--- src/rtl/report_hex_stream.sv ---
// report_hex_stream
//   Periodic / on-demand ASCII report generator. Each line snapshots NUM_FIELDS
//   words of FIELD_WIDTH bits and streams them as uppercase hex digits,
//   space-separated, terminated by CR LF, over a valid/require byte handshake.
//
//   Optional feature macro: REPORT_HEX_SEQ_EN
//     defined   : each line is prefixed by a SEQ_WIDTH/4-digit sequence number
//                 and a space.
//     undefined : no sequence prefix; the sequence counter is not built.
//
// Ports
//   clk       in   clock
//   rst       in   asynchronous active-high reset
//   enable    in   period counter run enable (low: counter held at 0, no ticks)
//   trigger   in   level-sampled manual report request
//   fields    in   NUM_FIELDS*FIELD_WIDTH, field i at [i*FIELD_WIDTH +: FIELD_WIDTH]
//   data      out  current ASCII byte (0x00 when idle)
//   valid     out  data is valid
//   require   in   consumer accepts data; transfer on valid && require
//   busy      out  a line is in progress (same as valid)
//   drop_cnt  out  saturating count of requests lost to overrun
module report_hex_stream #(
    parameter int CLK_FREQ    = 50_000_000,
    parameter int REPORT_FREQ = 2,
    parameter int NUM_FIELDS  = 4,
    parameter int FIELD_WIDTH = 32,
    parameter int SEQ_WIDTH   = 12
) (
    input  logic                              clk,
    input  logic                              rst,
    input  logic                              enable,
    input  logic                              trigger,
    input  logic [NUM_FIELDS*FIELD_WIDTH-1:0] fields,
    output logic [7:0]                        data,
    output logic                              valid,
    input  logic                              require,
    output logic                              busy,
    output logic [7:0]                        drop_cnt
);

    localparam int REPORT_COUNT = CLK_FREQ / REPORT_FREQ;
    localparam int CNT_W        = $clog2(REPORT_COUNT);
    localparam int SEQ_DIG      = SEQ_WIDTH / 4;
    localparam int FLD_DIG      = FIELD_WIDTH / 4;
    localparam int NIB_MAX      = (SEQ_DIG > FLD_DIG) ? SEQ_DIG : FLD_DIG;
    localparam int NIB_W        = (NIB_MAX > 1) ? $clog2(NIB_MAX) : 1;
    localparam int FLD_W        = (NUM_FIELDS > 1) ? $clog2(NUM_FIELDS) : 1;

    localparam logic [CNT_W-1:0] CNT_LAST   = CNT_W'(REPORT_COUNT - 1);
    localparam logic [NIB_W-1:0] FLD_LAST   = NIB_W'(FLD_DIG - 1);
    localparam logic [FLD_W-1:0] LAST_FIELD = FLD_W'(NUM_FIELDS - 1);

    localparam logic [2:0] ST_IDLE  = 3'd0;
    localparam logic [2:0] ST_SP    = 3'd2;
    localparam logic [2:0] ST_FIELD = 3'd3;
    localparam logic [2:0] ST_CR    = 3'd4;
    localparam logic [2:0] ST_LF    = 3'd5;
`ifdef REPORT_HEX_SEQ_EN
    localparam logic [2:0] ST_SEQ   = 3'd1;
    localparam logic [NIB_W-1:0] SEQ_LAST = NIB_W'(SEQ_DIG - 1);
    localparam logic [2:0] ST_FIRST = ST_SEQ;
`else
    localparam logic [2:0] ST_FIRST = ST_FIELD;
`endif

    logic [2:0]             state;
    logic [NIB_W-1:0]       nib_idx;
    logic [FLD_W-1:0]       fld_idx;
    logic [FIELD_WIDTH-1:0] snap [NUM_FIELDS];
    logic [CNT_W-1:0]       period_cnt;
    logic                   pending;
`ifdef REPORT_HEX_SEQ_EN
    logic [SEQ_WIDTH-1:0]   seq_cnt;
    logic [SEQ_WIDTH-1:0]   seq_snap;
`endif

    logic tick, req, xfer, lf_done, start, overrun;

    assign tick    = enable && (period_cnt == CNT_LAST);
    assign req     = tick || trigger;
    assign xfer    = valid && require;
    assign lf_done = xfer && (state == ST_LF);
    // A request landing on the LF transfer cycle is folded into the restart
    // rather than parked in pending, so it can never be stranded in IDLE.
    assign start   = ((state == ST_IDLE) && req) || (lf_done && (pending || req));
    assign overrun = valid && req && pending && !lf_done;

    assign valid = (state != ST_IDLE);
    assign busy  = valid;

    function automatic logic [7:0] hex_char(input logic [3:0] n);
        return (n < 4'd10) ? {4'h3, n} : (8'h37 + {4'h0, n});
    endfunction

    // Output byte: digits are picked MSB nibble first by shifting the
    // selected word right by (last - index) nibbles.
    logic [NIB_W-1:0]       fld_rev;
    logic [FIELD_WIDTH-1:0] fld_sh;
    assign fld_rev = FLD_LAST - nib_idx;
    assign fld_sh  = snap[fld_idx] >> {fld_rev, 2'b00};
`ifdef REPORT_HEX_SEQ_EN
    logic [NIB_W-1:0]       seq_rev;
    logic [SEQ_WIDTH-1:0]   seq_sh;
    assign seq_rev = SEQ_LAST - nib_idx;
    assign seq_sh  = seq_snap >> {seq_rev, 2'b00};
`endif

    always_comb begin
        data = 8'h00;
        case (state)
`ifdef REPORT_HEX_SEQ_EN
            ST_SEQ:   data = hex_char(seq_sh[3:0]);
`endif
            ST_SP:    data = 8'h20;
            ST_FIELD: data = hex_char(fld_sh[3:0]);
            ST_CR:    data = 8'h0D;
            ST_LF:    data = 8'h0A;
            default:  data = 8'h00;
        endcase
    end

    // Period counter keeps running while a line is in flight.
    always_ff @(posedge clk or posedge rst) begin
        if (rst)
            period_cnt <= '0;
        else if (!enable || period_cnt == CNT_LAST)
            period_cnt <= '0;
        else
            period_cnt <= period_cnt + 1'b1;
    end

    // Request bookkeeping: one-deep pending, saturating drop counter.
    always_ff @(posedge clk or posedge rst) begin
        if (rst) begin
            pending  <= 1'b0;
            drop_cnt <= 8'h00;
        end else begin
            if (!valid)
                pending <= 1'b0;
            else if (lf_done)
                pending <= pending && req;
            else if (req)
                pending <= 1'b1;
            if (overrun && drop_cnt != 8'hFF)
                drop_cnt <= drop_cnt + 8'h01;
        end
    end

    // Line sequencer and snapshot.
    always_ff @(posedge clk or posedge rst) begin
        if (rst) begin
            state   <= ST_IDLE;
            nib_idx <= '0;
            fld_idx <= '0;
            for (int i = 0; i < NUM_FIELDS; i++)
                snap[i] <= '0;
`ifdef REPORT_HEX_SEQ_EN
            seq_cnt  <= '0;
            seq_snap <= '0;
`endif
        end else if (start) begin
            state   <= ST_FIRST;
            nib_idx <= '0;
            fld_idx <= '0;
            for (int i = 0; i < NUM_FIELDS; i++)
                snap[i] <= fields[i*FIELD_WIDTH +: FIELD_WIDTH];
`ifdef REPORT_HEX_SEQ_EN
            seq_snap <= seq_cnt;
            seq_cnt  <= seq_cnt + 1'b1;
`endif
        end else if (xfer) begin
            case (state)
`ifdef REPORT_HEX_SEQ_EN
                ST_SEQ: begin
                    if (nib_idx == SEQ_LAST) begin
                        nib_idx <= '0;
                        state   <= ST_SP;
                    end else begin
                        nib_idx <= nib_idx + 1'b1;
                    end
                end
`endif
                // fld_idx already points at the next field when we get here.
                ST_SP: state <= ST_FIELD;
                ST_FIELD: begin
                    if (nib_idx == FLD_LAST) begin
                        nib_idx <= '0;
                        if (fld_idx == LAST_FIELD) begin
                            state <= ST_CR;
                        end else begin
                            fld_idx <= fld_idx + 1'b1;
                            state   <= ST_SP;
                        end
                    end else begin
                        nib_idx <= nib_idx + 1'b1;
                    end
                end
                ST_CR:   state <= ST_LF;
                ST_LF:   state <= ST_IDLE;
                default: state <= ST_IDLE;
            endcase
        end
    end

endmodule

--- config.mk ---
export PLATFORM = sky130hd
export DESIGN_NAME = report_hex_stream
export DESIGN_NICKNAME = d
export VERILOG_FILES = /design/src/rtl/report_hex_stream.sv
export SDC_FILE = /design/constraint.sdc
export NUM_CORES = 1
export LEC_CHECK = 0
export CORE_MARGIN = 2
export CORE_UTILIZATION = 56
export DETAILED_ROUTE_END_ITERATION = 16
export GPL_TIMING_DRIVEN = 1
export MAX_ROUTING_LAYER = met4
export PLACE_DENSITY = 0.91
export SYNTH_ARGS = -nofsm -noshare
export SYNTH_HDL_FRONTEND = slang
export SYNTH_SLANG_ARGS = --single-unit
export TNS_END_PERCENT = 50
--- constraint.sdc ---
create_clock -name clk -period 17.1 [get_ports clk]
set_input_delay 3.42 -clock clk [delete_from_list [all_inputs] [get_ports clk]]
set_output_delay 3.42 -clock clk [all_outputs]
set_load 0.01 [all_outputs]
Yosys cells after proc, flatten, opt, wreduce, memory -nomap -nowiden
Index checks and enable logic that the tools add are counted.
{"block": "classes", "n_addsub": 6, "n_lt_le_gt_ge": 2, "n_eq_ne": 11, "n_shift": 1, "n_mux": 23, "n_bitwise": 1, "n_reduce_logical": 24}
{"operator": "binary-select mux 32 bit (select 2 bit)", "count": 1}
{"operator": "2-to-1 mux 32 bit", "count": 2}
{"operator": "right shift 32 x 5 -> 4 bit", "count": 1}
{"operator": "one-hot mux 7 bit (4 select lines)", "count": 1}
{"operator": "adder 25 x 1 -> 25 bit, second input constant", "count": 1}
{"operator": "equality test 25 bit, second input constant", "count": 1}
{"operator": "2-to-1 mux 25 bit", "count": 1}
{"operator": "2-to-1 mux 3 bit", "count": 8}
{"operator": "logical AND 1 bit", "count": 10}
{"operator": "2-to-1 mux 2 bit", "count": 5}
{"operator": "equality test 3 bit, second input constant", "count": 3}
{"operator": "one-hot mux 3 bit (3 select lines)", "count": 1}
{"operator": "adder 8 x 1 -> 8 bit, second input constant", "count": 1}
{"operator": "!= test 8 bit, second input constant", "count": 1}
{"operator": "adder 6 x 4 -> 7 bit, first input constant", "count": 1}
{"operator": "2-to-1 mux 7 bit", "count": 1}
{"operator": "equality test 3 x 2 -> 1 bit, second input constant", "count": 2}
{"operator": "nonzero test 2 bit", "count": 3}
{"operator": "logical OR 1 bit", "count": 4}
{"operator": "< comparator 4 bit, second input constant", "count": 1}
{"operator": "AND reduction 2 bit", "count": 2}
{"operator": "AND reduction 4 bit", "count": 1}
{"operator": "adder 3 x 1 -> 3 bit, second input constant", "count": 1}
{"operator": "greater-or-equal comparator 3 bit, second input constant", "count": 1}
{"operator": "other kinds (11)", "count": 14}
{"block": "totals", "reg_bits": 170, "input_bits": 133, "output_inout_bits": 18, "word_cells": 78}

Depth between registers and ports, before layout
Gate-level depths: netlist (run 1).
{"block": "depth", "ltp_word": 8, "mapped_depth": 10, "ltp_nobuf": 7}

Worst setup path after synthesis (run 1)
No wires, ideal clock.
{"block": "synth_timing", "path_kind": "reg2out", "from": "reg nib_idx[0]", "to": "out data[4]", "arrival_time_ns": 2.544, "required_time_ns": 13.680, "path_slack_ns": 11.136, "path_stages_with_launch": 9, "n_path_buf": 2, "path_cell_list": "dfrtp_1 > buf_2 > buf_2 > mux4_2 > mux4_2 > mux2i_2 > ha_1 > o21ai_0 > a21oi_1"}
{"block": "synth_via", "elab_chain_cells": 5, "elab_cells_between_ends": 6, "cone_classes": "add/sub (2); order compare (1); shift (1); mux (2)"}
{"item": "start: declaration", "line_no": "67", "rtl": "logic [NIB_W-1:0] nib_idx;"}
{"item": "start signal: assignment", "line_no": "195", "rtl": "nib_idx <= nib_idx + 1'b1;"}
{"item": "subtractor 3 bit *", "line_no": "99", "rtl": "assign fld_rev = FLD_LAST - nib_idx;"}
{"item": "right shift 32 x 5 -> 4 bit *", "line_no": "100", "rtl": "assign fld_sh = snap[fld_idx] >> {fld_rev, 2'b00};"}
{"item": "adder 6 x 4 -> 7 bit or < comparator 4 bit (tied branches)", "line_no": "92", "rtl": "return (n < 4'd10) ? {4'h3, n} : (8'h37 + {4'h0, n});"}
{"item": "2-to-1 mux 7 bit *", "line_no": "92"}
{"item": "one-hot mux 7 bit (4 select lines) *", "line_no": "110", "rtl": "case (state)"}
{"item": "end: declaration", "line_no": "34", "rtl": "output logic [7:0] data,"}
Every way passes the cells marked *; elsewhere a longest branch is shown, timed or not.

Worst setup path in the final report (run 1)
{"block": "layout_timing", "from": "reg fld_idx[1]", "to": "out data[1]"}
{"block": "layout_via", "elab_chain_cells": 8, "elab_cells_between_ends": 9, "cone_classes": "add/sub (1); order compare (1); shift (1); mux (5); bitwise (1)"}
{"item": "start: declaration", "line_no": "68", "rtl": "logic [FLD_W-1:0] fld_idx;"}
{"item": "start signal: assignment", "line_no": "191", "rtl": "fld_idx <= fld_idx + 1'b1;"}
{"item": "inverter 2 -> 3 bit (not written as such) *", "line_no": "100"}
{"item": "binary-select mux 32 bit (select 2 bit) *", "line_no": "100"}
{"item": "2-to-1 mux 32 bit (not written as such) * (2 in a row)", "line_no": "100"}
{"item": "right shift 32 x 5 -> 4 bit *", "line_no": "100"}
{"item": "adder 6 x 4 -> 7 bit or < comparator 4 bit (tied branches)", "line_no": "92"}
{"item": "2-to-1 mux 7 bit *", "line_no": "92"}
{"item": "one-hot mux 7 bit (4 select lines) *", "line_no": "110"}
Every way passes the cells marked *; elsewhere a longest branch is shown, timed or not. The select of a mux whose other input is x is not followed.

==> metrics, run 1 <==
synthesized area=7961 um2; hold depth=1; root buf cell=clkbuf_16; die width=123.2 um; drt pass-1 iters=5; number of global-route vias before repair=5558; final-report hold violation count=0; PostCTS Resize Cnt=0; Final min period=7.464 ns; RSZ-0062 raised after global routing=false; Worst Hold Class=register to register; final core occ=73.34%; fraction of final layout cells with drive strength greater than 1=23.78%; sequential share of the synthesized area=53.43%; # IOs=151; Setup-failing EPs final=0; gr ovfl total=0; placed cell area=9542 um2; CTS max path bufs=2; number of buffers created by CTS=17; Starting Density=57.36%; fin cells=896; synth unique cells=44; Fill cells=839; maximum clock rate=134.0 MHz; pin count of the biggest net entering global routing=93; Power, Total=1.740 mW; Pwr Density=170.9 nW/um2; cell row count=43; first-pass GRT wire length=30060 um; Max Cap Viol=0; die height=123.2 um; Slew @ Worst Pin=1.016 ns; initial DRC count=535; CTS H-tree lvls=4; YS warnings=0; HPWL after DPL=13110 um; Synth Instances=561; worst setup path category=register to primary output; setup bufs post-CTS=0; post-synth net total=700; placed cells=863; Multi-input gate area=3497 um2; r2r worst-path depth=7; Crit path arrival time=4.04 ns; Die ar.=15190 um2; Critical Path RT=13.68 ns; Async SR Flop Fraction=100.0%; # DRC=0; cts hold-fix bufs=0; Crit Path Max Fanout=34; GRT Total Usage=28.20%; leakage=4.201 nW; final period utilization=43.65%; skew final=0.009958 ns; initial antenna violation count=1; routed vias=5328; core box area=13880 um2; Area Overhead vs Synth=27.86%; setup tns final=0 ns; nets@finish=841; run status=complete, no violations; peak supply drop=0.00009775 V; ANT nets after route=0; Skew-Pair Late Insertion Delay=0.43 ns; DR WL/cell=21.65 um; Avg Inst Size Synth=14.19 um2; Sink Count=170; Critical Path Sink Type=primary output; synthesized flop and latch total=170; vias per cell=5.946; CP startpoint kind=register; Top FF cell, synth=dfrtp_1; Register Area=4255 um2; Final Max Slew Viols=0; CTS tree=yes; EDFF count, synth=0; Worst slew margin=32.25%; final instance area=10180 um2; Worst-path clk slew=0.07 ns; DRT Wirelength=19400 um; port bufs=149; routability cong.=0.8842
[synthesized netlist by cell type (4+ instances only)]
cell type  number  area, um2
mux2_2         87      979.7
mux2_1         43      484.2
nand2_1        16      60.06
dfrtp_1       170       4254
o21ai_0         9      45.04
xnor2_1        14      122.6
nor3_1          7      35.03
nand3_1        16      80.08
inv_1           8      30.03
mux2i_1         6      60.06
mux4_2         40      900.9
buf_2          15      75.07
xor2_1         16      140.1
buf_4           4      30.03
a21oi_1         9      45.04
clkbuf_1        7      26.28
and3_1          7      43.79
buf_6           5      56.30
or3_1           4      25.02
ha_1            6      75.07
nor2_1         40      150.1
[worst paths after layout]
check / from / endpoint / slack (ns)
worst min register to register: snap[3] / snap[3] / 0.49
min in group asynchronous: rst / period_cnt[7] / 3.55
worst max register to register: period_cnt[7] / snap[78] / 13.28
worst min-delay path: snap[3] / snap[3] / 0.49
max in group asynchronous: rst / fld_idx[1] / 12.03
worst max-delay path: fld_idx[1] / data[1] / 9.64
[cell families (layout without fill, tap and decap cells)]
| kind of cell | after synthesis | in the layout | synth area share (%) |
|---|---|---|---|
| flops | 170 | 170 | 53.43 |
| fa+ha+maj | 6 | 6 | 0.9429 |
| other cells | 1 | 2 | 0.04710 |
| simple gates | 107 | 107 | 6.475 |
| xor+xnor | 30 | 30 | 3.300 |
| mux | 177 | 177 | 30.63 |
| compound gates | 30 | 30 | 2.389 |
| buf+inv | 40 | 194 | 2.782 |
[stage by stage]
step | setup slack (ns) | hold WS [ns]
after CTS | 9.638 | 0.4912
after detailed placement | 10.11 | 0.4715
after global routing | 9.392 | 0.5039
after floorplan | 9.077 | 0.4524
final | 9.636 | 0.4865
after global placement | 10.21 | 0.4627
[layout by cell type (no fill, tap or decap), types with 9 or more instances in the layout]
cell / instances
nand3_1: 16
clkdlybuf4s50_1: 149
a21oi_1: 9
mux4_2: 40
mux2_1: 43
nand2_1: 16
o21ai_0: 9
clkbuf_16: 17
xnor2_1: 14
nor2_1: 40
mux2_2: 87
xor2_1: 16
dfrtp_1: 169
[worst max-delay path, cell delays in order, from the launching register on]
cell             delay, ns
dfrtp_2               0.95
mux4_2                0.63
mux4_2                0.50
mux2i_2               0.37
ha_1                  0.30
a21oi_1               0.13
a32o_1                0.16
clkdlybuf4s50_1       0.54
[power by group]
| group | internal [mW] | leakage [nW] | switching (mW) |
|---|---|---|---|
| registers | 0.571 | 2.10 | 0.133 |
| logic | 0.373 | 1.79 | 0.250 |
| clock network | 0.248 | 0.312 | 0.165 |
[sequential cells by signal, summed over array words and instances (netlist names)]
register and count:
nib_idx 3, pending 1, state 3, snap 128
drop_cnt 8, fld_idx 2, period_cnt 25
[area by class of cell]
class,count,area share (%)
diodes,1,0.02458
clock buffers,18,4.216
clock inverters,14,2.028
inverters,8,0.3441
multi-input cells,351,34.35
flip-flops and latches,170,41.80
well taps,180,2.212
repair buffers,154,15.02
[metal layers]
metal	global-route usage, %	routed length (um)	vias to the layer above
met5	-	0	-
met2	46.39	10320	207
li1	-	-	2339
met1	33.94	7552	2745
met3	6.688	1019	37
met4	10.94	498	0
No activity file was read; power rests on OpenSTA's default activity.
==> inputs of run 2 (changes only) <==
Settings changed: CORE_UTILIZATION 56 to 47, PLACE_DENSITY 0.91 to 0.82.
Clock period 17.1 ns to 6.8 ns, I/O delays scaled along.
==> run 2 against run 1 <==
Sequential cell count unchanged; power rose by 140%; non-clock buffer count is 3 lower; die area rose by 18%; clock power up 130%; critical path depth stayed put.
==> metrics, run 2 (synthesis results as in run 1) <==
Hold Crit Start=snap[125]; die height=134.2 um (+8.9%); Skew-Pair Late Insertion Delay=0.43 ns (about the same); vias per cell=5.561 (-6.5%); drt pass-1 iters=4 (-1); commonest non-fill, non-tap cell in the layout=dfrtp_1; cell row count=47 (+9.3%); pin count of the biggest net entering global routing=136 (+46%); routability cong.=0.8268 (-6.5%); final period utilization=82.33%; Pwr Density=415.7 nW/um2 (+140%); Crit Path Max Fanout=22 (-35%); Multi-input gate area=3497 um2 (unchanged); DRT Wirelength=17820 um (-8.1%); flop2flop setup slack=3.84 ns (-9.44 ns); final-report hold violation count=0 (unchanged); setup bufs post-CTS=0 (unchanged); max reg flops=128 (unchanged); CTS tree=yes; cts hold-fix bufs=0 (unchanged); setup slack at placement=1.598 ns (-8.510 ns); Critical Path RT=5.44 ns (-8.24 ns); first-pass GRT wire length=28660 um (-4.7%); Worst Hold Class=register to register; peak supply drop=0.0002806 V (+190%); CTS H-tree lvls=4 (unchanged); Max Cap Viol=0 (unchanged); maximum clock rate=178.6 MHz; Final min period=5.599 ns; r2r worst-path depth=6 (-1); die width=134.2 um (+8.9%); run status=complete, no violations; most frequent cells in the layout=dfrtp_1, clkdlybuf4s50_1, mux2_2; leakage=4.152 nW (-1.2%); ANT nets after route=0 (unchanged); skew final=0.009775 ns (-0.0001830 ns); HPWL after DPL=12730 um (-2.9%); Area Overhead vs Synth=27.75% (about the same); Antenna diodes=0 (-1); Critical Path Sink Type=primary output; Starting Density=48.01% (-9.3 points); FF-to-FF Start=period_cnt[7]; worst setup path category=register to primary output; number of buffers created by CTS=17 (unchanged); number of global-route vias before repair=5398 (-2.9%); hold depth=1 (unchanged); fraction of final layout cells with drive strength greater than 1=23.49% (-0.29 points); nets@finish=838 (-0.36%); PostCTS Resize Cnt=0 (unchanged); Largest Register=snap; Sink Count=170 (unchanged); Final Max Slew Viols=0 (unchanged); GRT Total Usage=21.50% (-6.7 points); Worst slew margin=26.49% (-5.8 points); CP startpoint kind=register; Hold Crit Endpoint=snap[125]; # DRC=0 (unchanged); Slew @ Worst Pin=1.103 ns (+0.08645 ns); initial DRC count=364 (-32%); port bufs=149 (unchanged); gr ovfl total=0 (unchanged); # IOs=151 (unchanged); initial antenna violation count=0 (-1); DR WL/cell=19.14 um (-12%); Worst-path clk slew=0.06 ns (about the same); Setup-failing EPs final=0 (unchanged); Die ar.=18000 um2 (+18%); Largest regs=snap x128, period_cnt x25, drop_cnt x8; RSZ-0062 raised after global routing=false; core box area=16580 um2 (+19%); Crit path arrival time=4.24 ns (+0.20 ns); FF-to-FF End=snap[92]; Fill cells=1268 (+51%); Register Area=4257 um2 (about the same); CTS max path bufs=2 (unchanged); routed vias=5177 (-2.8%); root buf cell=clkbuf_16; setup tns final=0 ns (unchanged); Setup WS post-layout=1.201 ns (-8.435 ns)
[run 2: cell count changes in the layout (fill, tap and decap cells not counted), moves of 2 or more]
cell	delta
clkbuf_8	+3
clkinvlp_4	+4
bufinv_16	-2
buf_4	-4
clkinv_4	-2
inv_6	-4
[run 2: report_power, final]
| part | switching, mW | internal, mW | total (mW) |
|---|---|---|---|
| Combinational | 0.521 | 0.930 | 1.45 |
| Sequential | 0.382 | 1.44 | 1.82 |
| Clock | 0.391 | 0.568 | 0.959 |
| Total | 1.29 | 2.93 | 4.23 |
[run 2: worst max-delay path: stages, from the launching register on]
cell             delay (ns)
dfrtp_1                1.07
mux4_2                 0.62
mux4_2                 0.48
mux2i_1                0.56
a21oi_1                0.23
xor2_1                 0.18
o21ai_1                0.12
clkdlybuf4s50_1        0.54
[run 2: final cells by class]
type / count / share of cell area [%]
clock inverter: 10 / 1.156
sequential: 170 / 41.85
inverter: 8 / 0.3444
tap: 220 / 2.706
timing repair buffer: 151 / 14.93
clock buffer: 21 / 4.625
multi-input combinational: 351 / 34.38
[run 2: stage by stage]
stage / instances / util, % / power (mW) / hold WS [ns] / cell area [um2]
after floorplan: 561 / - / 2.726 / 0.4524 / 7961
final: 931 / 61.33 / 4.228 / 0.4837 / 10170
after global placement: 900 / 57.79 / 3.181 / 0.4621 / 9583
after global routing: 931 / 61.33 / 4.461 / 0.5029 / 10170
after CTS: 931 / 61.33 / 4.252 / 0.4882 / 10170
after detailed placement: 900 / 57.79 / 3.277 / 0.4743 / 9583
[run 2: worst max path at each step]
| stage | start | end | slack (ns) | cells past startpoint |
|---|---|---|---|---|
| 2_1_floorplan | rst | drop_cnt[0] | 0.84 | 1 |
| 3_3_place_gp | nib_idx[0] | data[0] | 1.70 | 7 |
| 3_5_place_dp | nib_idx[0] | data[0] | 1.60 | 7 |
| 4_1_cts | nib_idx[0] | data[0] | 1.14 | 7 |
| 5_1_grt | nib_idx[0] | data[0] | 0.87 | 7 |
| 6_report | nib_idx[0] | data[0] | 1.20 | 7 |
[run 2: metal layers]
layer	vias up	wire length, um	global-route usage, %
met2	185	8790	33.33
met5	-	0	-
met3	20	952	3.968
met1	2656	7850	29.28
li1	2316	-	-
met4	0	224	6.550
==> inputs of run 3 (changes only) <==
Clock period 6.8 ns to 5.1 ns, I/O delays scaled along.
==> run 3 against run 2 <==
Die area unchanged; clock power up 35%; sequential share of layout area down 0.14 points; non-clock buffer count up 2; combinational power up 38%; power up 34%; final cell count up 0.32%; wire length down 0.76%; first-iteration DRC count down 24%; critical path type unchanged; critical endpoint is now data[4]; highest routed layer unchanged.
==> metrics, run 3 (synthesis results as in run 1) <==
run status=complete, no violations; flop2flop setup slack=2.11 ns (-1.73 ns); drt pass-1 iters=5 (+1); ANT nets after route=0 (unchanged); Largest regs=snap x128, period_cnt x25, drop_cnt x8; initial DRC count=278 (-24%); PostCTS Resize Cnt=0 (unchanged); CTS tree=yes; CP delay by family, top=multiplexers; pin count of the biggest net entering global routing=136 (unchanged); CP startpoint kind=register; most frequent cells in the layout=dfrtp_1, clkdlybuf4s50_1, mux2_2; Final Max Slew Viols=0 (unchanged); Worst-path clk slew=0.07 ns (about the same); DR WL/cell=18.93 um (-1.1%); Max Cap Viol=0 (unchanged); leakage=4.173 nW (+0.50%); most used cell, CP=mux4_2; Skew-Pair Late Insertion Delay=0.43 ns (about the same); die height=134.2 um (unchanged); RSZ-0062 raised after global routing=false; setup slack at placement=0.6297 ns (-0.9680 ns); final-report hold violation count=0 (unchanged); number of global-route vias before repair=5439 (+0.76%); commonest non-fill, non-tap cell in the layout=dfrtp_1; setup tns final=0 ns (unchanged); FF-to-FF Start=period_cnt[7]; HPWL after DPL=12860 um (+1.0%); r2r worst-path depth=6 (unchanged); cts hold-fix bufs=0 (unchanged); biggest cell delay along the critical path=0.83 ns (-0.24 ns); # IOs=151 (unchanged); Slew @ Worst Pin=0.8347 ns (-0.2680 ns); CP bufs+invs=1 (unchanged); core box area=16580 um2 (unchanged); Starting Density=48.01% (unchanged); Hold Crit Start=snap[116]; setup bufs post-CTS=0 (unchanged); number of buffers created by CTS=17 (unchanged); Power, Total=5.651 mW (+34%); Crit Path Max Fanout=22 (unchanged); worst setup path category=register to primary output; max reg flops=128 (unchanged); gr ovfl total=0 (unchanged); initial antenna violation count=0 (unchanged); routed vias=5144 (-0.64%); port bufs=149 (unchanged); Critical Path, Cell by Cell=mux4_2 -> mux4_2 -> mux2i_1 -> ha_1 -> o21ai_0 -> a21oi_1 -> clkdlybuf4s50_1; CTS max path bufs=2 (unchanged); Final min period=4.873 ns; Worst slew margin=44.24% (+18 points); DRT Wirelength=17680 um (-0.76%); Setup-failing EPs final=0 (unchanged); Area Overhead vs Synth=28.18%; Worst Hold Class=register to register; root buf cell=clkbuf_16; FF-to-FF End=snap[127]; final period utilization=95.55%; fraction of final layout cells with drive strength greater than 1=23.95% (+0.46 points); CTS H-tree lvls=4 (unchanged); cell row count=47 (unchanged); routability cong.=0.8620 (+4.3%); Critical Path RT=4.08 ns (-1.36 ns); vias per cell=5.507 (-0.96%); nets@finish=840 (+0.24%); hold depth=1 (unchanged); Critical-path top delay cell=dfrtp_2; # DRC=0 (unchanged); Hold Crit Endpoint=snap[116]; Fill cells=1236 (-2.5%); GRT Total Usage=21.60% (+0.10 points); fin cells=934 (+0.32%); Largest Register=snap; placed cells=902 (+0.22%); first-pass GRT wire length=28570 um (-0.33%); Sink Count=170 (unchanged); Die ar.=18000 um2 (unchanged); Crit path arrival time=3.85 ns (-0.39 ns); Critical Path Sink Type=primary output; maximum clock rate=205.2 MHz; die width=134.2 um (unchanged); Pwr Density=553.8 nW/um2 (+33%); skew final=0.01170 ns (+0.001923 ns); peak supply drop=0.0003045 V (+8.5%); Antenna diodes=0 (unchanged); Setup WS post-layout=0.2267 ns (-0.9745 ns)
-- run 3: how the worst max path moves through the flow --
stage	startpoint	to	slack, ns	cells past startpoint
2_1_floorplan	nib_idx[0]	data[4]	1.54	8
3_3_place_gp	fld_idx[0]	data[4]	0.72	7
3_5_place_dp	fld_idx[0]	data[1]	0.63	7
4_1_cts	fld_idx[0]	data[1]	0.16	7
5_1_grt	fld_idx[0]	data[1]	0.02	7
6_report	fld_idx[0]	data[4]	0.23	7
-- run 3: cell type report --
type	instances	area, um2	share of cell area, %
flip-flops and latches	170	4257	41.71
multi-input cells	351	3497	34.27
repair buffers	153	1546	15.15
clock buffers	17	425.4	4.169
well taps	220	275.3	2.697
clock inverters	15	170.2	1.667
inverters	8	33.78	0.3310
-- run 3: stage by stage --
| stage | hold WS (ns) | util [%] | area (um2) |
|---|---|---|---|
| after detailed placement | 0.4713 | 57.94 | 9609 |
| after global placement | 0.4672 | 57.94 | 9609 |
| final | 0.4851 | 61.54 | 10200 |
| after CTS | 0.4880 | 61.54 | 10200 |
| after global routing | 0.5005 | 61.54 | 10200 |
| after floorplan | 0.4524 | - | 7965 |
-- run 3: power by group --
part,internal [mW],switching [mW]
logic,1.25,0.756
clock network,0.701,0.591
registers,1.91,0.443
-- run 3: layer usage --
layer / wire (um) / part of all wire [%] / GRT usage [%]
met2: 8878 / 50 / 34.62
met4: 211 / 1.2 / 6.082
met3: 917 / 5.2 / 4.308
met5: 0 / 0 / -
met1: 7676 / 43 / 28.41
